**config.mk**
```make
export PLATFORM = sky130hd
export DESIGN_NAME = fifo_burst_reader_flat
export DESIGN_NICKNAME = d
export VERILOG_FILES = /design/src/rtl/fifo_burst_reader_if.sv /design/src/rtl/fifo_burst_reader.sv /design/src/flat_wrapper.sv
export SDC_FILE = /design/constraint.sdc
export NUM_CORES = 1
export LEC_CHECK = 0
export BUFFER_PORTS_ARGS = -buffer_cell sky130_fd_sc_hd__buf_2
export CAP_MARGIN = 10
export CORE_MARGIN = 3
export CORE_UTILIZATION = 56
export DETAILED_ROUTE_END_ITERATION = 12
export GPL_ROUTABILITY_DRIVEN = 0
export GPL_TIMING_DRIVEN = 0
export PLACE_DENSITY = 0.77
export SETUP_SLACK_MARGIN = 0.3
export SYNTH_ARGS = -nofsm -noshare
export SYNTH_HDL_FRONTEND = slang
export SYNTH_SLANG_ARGS = --single-unit
```
**constraint.sdc**
```tcl
create_clock -name clk -period 2.7 [get_ports clk]
set_clock_uncertainty 0.15 [all_clocks]
set_input_delay 0.81 -clock clk [delete_from_list [all_inputs] [get_ports clk]]
set_output_delay 0.81 -clock clk [all_outputs]
set_load 0.005 [all_outputs]
```
**src/rtl/fifo_burst_reader_if.sv**
```systemverilog
// Read-port and output-stream bundle for fifo_burst_reader.
// The master side is the burst reader; the slave side is the FIFO plus the sink.
interface fifo_burst_reader_if #(
    parameter int D_width = 8
);
    logic               fifo_read;
    logic               fifo_empty;
    logic [D_width-1:0] fifo_dout;
    logic [D_width-1:0] m_data;
    logic               m_valid;
    logic               m_ready;

    modport master (
        output fifo_read, m_data, m_valid,
        input  fifo_empty, fifo_dout, m_ready
    );

    modport slave (
        input  fifo_read, m_data, m_valid,
        output fifo_empty, fifo_dout, m_ready
    );
endinterface

```
**src/rtl/fifo_burst_reader.sv**
```systemverilog
// Pulls 1..16 byte bursts from a 1-cycle-latency FIFO and replays them on a
// valid/ready stream through a 2-entry skid buffer.
//
// state   | meaning
// S_IDLE  | waiting for a start with a legal burst length
// S_READ  | issuing FIFO reads until len bytes have been requested
// S_FLUSH | draining the skid buffer until every byte has been accepted
// S_DONE  | single-cycle completion pulse
module fifo_burst_reader #(
    parameter int D_width = 8,
    parameter int LEN_W   = 5,
    parameter int RD_LAT  = 1
) (
    input  logic                 clk,
    input  logic                 reset,
    input  logic                 start,
    input  logic [LEN_W-1:0]     burst_len,
    fifo_burst_reader_if.master  bus,
    output logic                 busy,
    output logic                 burst_done,
    output logic [LEN_W-1:0]     sent_cnt
);

    if (RD_LAT != 1) begin : g_rd_lat_check
        $error("fifo_burst_reader supports only RD_LAT == 1");
    end

    typedef enum logic [1:0] {S_IDLE, S_READ, S_FLUSH, S_DONE} state_t;

    state_t             state_q, state_d;
    logic [LEN_W-1:0]   len_q, issued_q, sent_q;
    logic [1:0]         occ_q;
    logic               infl_q;
    logic [D_width-1:0] buf0_q, buf1_q;

    logic pop, rd, room, start_ok, last_rd;

    assign pop      = (occ_q != 2'd0) && bus.m_ready;
    assign start_ok = start && (burst_len != '0) && (burst_len <= LEN_W'(16));
    // Bytes already owed to the buffer (held or in flight) minus this cycle's pop must leave a slot.
    assign room     = ({1'b0, occ_q} + {2'b00, infl_q}) < (3'd2 + {2'b00, pop});
    assign rd       = (state_q == S_READ) && !bus.fifo_empty && (issued_q < len_q) && room;
    assign last_rd  = rd && ((issued_q + LEN_W'(1)) == len_q);

    always_ff @(posedge clk or negedge reset) begin
        if (!reset) begin
            state_q <= S_IDLE;
        end else begin
            state_q <= state_d;
        end
    end

    always_comb begin
        state_d = state_q;
        case (state_q)
            S_IDLE:  if (start_ok) state_d = S_READ;
            S_READ:  if (((issued_q == len_q) && !infl_q) || last_rd) state_d = S_FLUSH;
            S_FLUSH: if ((occ_q == 2'd0) && !infl_q && (sent_q == len_q)) state_d = S_DONE;
            S_DONE:  state_d = S_IDLE;
            default: state_d = S_IDLE;
        endcase
    end

    always_comb begin
        bus.fifo_read = rd;
        bus.m_valid   = (occ_q != 2'd0);
        bus.m_data    = buf0_q;
        busy          = (state_q != S_IDLE);
        burst_done    = (state_q == S_DONE);
        sent_cnt      = sent_q;
    end

    always_ff @(posedge clk or negedge reset) begin
        if (!reset) begin
            len_q    <= '0;
            issued_q <= '0;
            sent_q   <= '0;
            occ_q    <= 2'd0;
            infl_q   <= 1'b0;
            buf0_q   <= '0;
            buf1_q   <= '0;
        end else begin
            if ((state_q == S_IDLE) && start_ok) begin
                len_q    <= burst_len;
                issued_q <= '0;
                sent_q   <= '0;
            end else begin
                if (rd) issued_q <= issued_q + LEN_W'(1);
                if (pop && (sent_q != len_q)) sent_q <= sent_q + LEN_W'(1);
            end
            infl_q <= rd;
            // buf0_q is always the head; a push lands in the first free slot after any pop.
            case ({infl_q, pop})
                2'b10: begin
                    if (occ_q == 2'd0) buf0_q <= bus.fifo_dout;
                    else               buf1_q <= bus.fifo_dout;
                    occ_q <= occ_q + 2'd1;
                end
                2'b01: begin
                    buf0_q <= buf1_q;
                    occ_q  <= occ_q - 2'd1;
                end
                2'b11: begin
                    if (occ_q == 2'd1) begin
                        buf0_q <= bus.fifo_dout;
                    end else begin
                        buf0_q <= buf1_q;
                        buf1_q <= bus.fifo_dout;
                    end
                end
                default: ;
            endcase
        end
    end

endmodule

```
**src/flat_wrapper.sv**
```systemverilog
// flat-port wrapper written by rule: the top's interface ports become plain ports
module fifo_burst_reader_flat 
#(
    parameter int D_width = 8,
    parameter int LEN_W   = 5,
    parameter int RD_LAT  = 1
)
  (clk, reset, start, burst_len, busy, burst_done, sent_cnt, bus_fifo_read, bus_m_data, bus_m_valid, bus_fifo_empty, bus_fifo_dout, bus_m_ready);
  fifo_burst_reader_if #(.D_width(D_width)) bus_i ();
  input  logic clk;
  input  logic reset;
  input  logic start;
  input  logic [LEN_W-1:0] burst_len;
  output logic busy;
  output logic burst_done;
  output logic [LEN_W-1:0] sent_cnt;
  output wire logic [$bits(bus_i.fifo_read)-1:0] bus_fifo_read;
  output wire logic [$bits(bus_i.m_data)-1:0] bus_m_data;
  output wire logic [$bits(bus_i.m_valid)-1:0] bus_m_valid;
  input wire logic [$bits(bus_i.fifo_empty)-1:0] bus_fifo_empty;
  input wire logic [$bits(bus_i.fifo_dout)-1:0] bus_fifo_dout;
  input wire logic [$bits(bus_i.m_ready)-1:0] bus_m_ready;
  assign bus_fifo_read = bus_i.fifo_read;
  assign bus_m_data = bus_i.m_data;
  assign bus_m_valid = bus_i.m_valid;
  assign bus_i.fifo_empty = bus_fifo_empty;
  assign bus_i.fifo_dout = bus_fifo_dout;
  assign bus_i.m_ready = bus_m_ready;
  fifo_burst_reader #(.D_width(D_width), .LEN_W(LEN_W), .RD_LAT(RD_LAT)) u_core (.clk(clk), .reset(reset), .start(start), .burst_len(burst_len), .bus(bus_i), .busy(busy), .burst_done(burst_done), .sent_cnt(sent_cnt));
endmodule
```
==> key figures <==
Clock network
  • H-tree depth: 2
  • Clock sink total: 36
  • Clock-pin transition on the worst setup and hold timing paths: 70 ps
  • TritonCTS clock tree: built
  • Clk buf depth: 2
  • Post-CTS Hold Fix Bufs: 0
  • Clk Latency, worst-skew pair: 290 ps
  • CTS Root Cell: clkbuf_8
  • Inserted Clock Buffers: 5

Timing
  • Final hold viol count: 0
  • TNS Setup: 0 ps
  • Fin crit period: about 2700 ps
  • Crit share post-route: a little under 100%
  • Slew Limit Fails: 0
  • FMAX: between 300 and 400 MHz
  • Worst-margin pin slew: around 800 ps
  • Setup violations, final: 0
  • RSZ-0062 raised after global routing: yes
  • Headroom to the max-slew limit: between 40% and 50%

Setup path
  • Worst endpoint data arrival time: 1720 ps
  • RR Startpoint: u_core.occ_q[0]
  • Worst Path Buf+Inv: 1
  • Worst endpoint required time: 1740 ps
  • Critical path cell sequence: ha_2, ha_4, nor4b_4, o211ai_4, nor2_4, buf_2
  • CP Capture Type: output port
  • WS Path Type: reg2out
  • Crit-path max cell delay: ~430 ps
  • Critical Path Start Type: flop
  • CP Max Fanout: 4
  • Critical path startpoint: u_core.occ_q[0]
  • Top delay family on crit path: flip-flops
  • Slowest-stage cell, CP: dfrtp_1

Synth
  • Ys async rst share: between 90% and 100%
  • Most common library cells after synthesis: 36 x dfrtp_1, 21 x nand2_1, 18 x ha_1, 17 x inv_1, 15 x o21ai_0
  • Syn nets: around 240
  • Top-count cell post-synth: dfrtp_1
  • Sequential cell area fraction in the yosys report: approximately 43%
  • Number of synthesized flops with an enable pin: 0
  • Post-synthesis register bit count: 36
  • Post-Syn Instances: 201
  • Top-area cell type share of the netlist area: between 40% and 50%
  • Primary FF master, synth: dfrtp_1
  • Synth top area cells: dfrtp_1 43%, ha_1 11%, xnor2_1 5.9%
  • Syn_area_per_cell: between 10 and 15 µm²
  • Syn. warnings: 0
  • Syn Std Cell Area: approximately 2100 µm²
  • Yosys top cell by area: dfrtp_1
  • Cell variety after synth: 39

Routing
  • DRT iter0 DRCs: 108
  • Detailed-route wire length per cell: about 15 µm
  • Vias per cell: between 5 and 6
  • DRT antenna net count: 0
  • # DRC: 0
  • Total iterations of the first detailed-routing run: 4
  • Routed WL: 4.61 mm
  • Detailed-route via count: ~1600

Place
  • IO Port Bufs: 34
  • Detailed Place HPWL: between 3 and 4 mm

Worst hold path
  • Worst Min Path Start: u_core.bus.m_data[5]
  • Min-delay worst type: reg2reg

GRT
  • Via count of the first global-routing pass: 1592
  • First-pass GRT wire length: approximately 7.5 mm
  • Gr ovfl total: 0
  • Initial antenna violation count: 0
  • Largest net degree at the start of global routing: 37
  • Global Route Usage Sum: ~23%

Layout
  • Layout cells sized above 1: 33.7%
  • Sequential Area: 906 µm²
  • Footprint of the multi-input gates: ~1200 µm²
  • Area Growth Syn to Fin: 22.8%
  • Diodes inserted: 0
  • Nets: around 290
  • Fill count: 266

Run
  • Max capacitance violation total: 0

Floorplanning
  • Die H: roughly 67 µm
  • Ports: 35
  • Die area: 4510 µm²
  • Core Area: approximately 3500 µm²
  • Die X-Extent: between 60 and 70 µm
  • Initial core utilization: about three fifths
  • Site Rows: 21

Power and ir drop
  • Final Total Pwr: around 3.0 mW
  • PD cells: between 1000 and 1500 nW/µm²
  • Static Leak: between 1 and 1.5 nW
  • Maximum vdd drop: roughly 0.62 mV

Status
  • Status: completed
## final timing paths
check	endpoint	depth (start not counted)	slack, ps
worst max-delay path	bus_fifo_read	6	20
worst min-delay path	u_core.bus.m_data[5]	2	320
worst max register to register	u_core.state_q[1]	8	400
worst min register to register	u_core.bus.m_data[5]	2	320
max in group asynchronous	u_core.len_q[4]	1	1390
min in group asynchronous	u_core.state_q[0]	1	450
## per-layer routing
| metal | vias up | wire [µm] | GRT usage [%] |
|---|---|---|---|
| met2 | 33 | 2320 | 37.7 |
| met1 | 786 | 2040 | 29.3 |
| li1 | 801 | - | - |
| met4 | 0 | 81 | 7.85 |
| met3 | 8 | 173 | 4.99 |
| met5 | - | 0 | 0 |
## report_power, final
group / total [mW] / internal (mW) / switching (mW)
Sequential: 0.981 / 0.784 / 0.197
Combinational: 1.56 / 0.747 / 0.816
Clock: 0.464 / 0.274 / 0.190
## what timing repair did
item | in CTS | in global routing
setup buffers | 3 | 6
gates resized for setup | 12 | 9
endpoints found under the setup margin | 17 | 26
pin swaps | 4 | 5
## sequential cells by signal (all words and copies together) (netlist names)
signal and count:
u_core.sent_cnt 5, u_core.issued_q 5, u_core.infl_q 1, u_core.buf1_q 8
u_core.len_q 5, u_core.state_q 2, u_core.bus.m_data 8, u_core.occ_q 2
## stage by stage
stage / instances / hold WS (ps) / worst slack, ps / instance area [µm²] / utilization, %
floorplan: 201 / 323 / 301 / 2110 / -
CTS: 292 / 331 / -37.5 / 2510 / 72.3
global route: 298 / 348 / -56.5 / 2570 / 74.2
detailed placement: 281 / 315 / -149 / 2340 / 67.4
finish: 298 / 325 / 22.9 / 2570 / 74.2
global placement: 281 / 308 / -30.1 / 2340 / 67.4
## worst min-delay path, delay by kind of cell, from the launching register on
kind,cells,cell delay (ps)
flip-flops,1,340
AO/OA/AOI/OAI,1,60
AND/OR/NAND/NOR,1,40
## final cells by class
class	instances	area share, %
Clock inverter	2	1.36
Buffer	3	0.681
Clock buffer	6	2.82
Inverter	17	2.48
Multi-Input combinational cell	145	46.0
Tap cell	46	2.24
Sequential cell	36	35.2
Timing Repair Buffer	43	9.24
## cells in the final DEF (no fill, tap or decap), types with 6 or more instances in the layout
cell and instances:
nand2_1 21, inv_1 16, o21ai_0 14, xor2_1 6
ha_1 14, xnor2_1 14, a22oi_1 8, mux2_2 9
dfrtp_1 32, buf_2 35, buf_4 9, nor2_1 12
## cells by family after synthesis
| kind of cell | share of synthesized area, % |
|---|---|
| AO/OA/AOI/OAI | 15.4 |
| multiplexers | 5.79 |
| flip-flops | 43.0 |
| buffers and inverters | 3.64 |
| XOR/XNOR | 8.36 |
| AND/OR/NAND/NOR | 13.1 |
| adder cells (fa/ha/maj) | 10.8 |
Power figures use the tool's default switching activity.
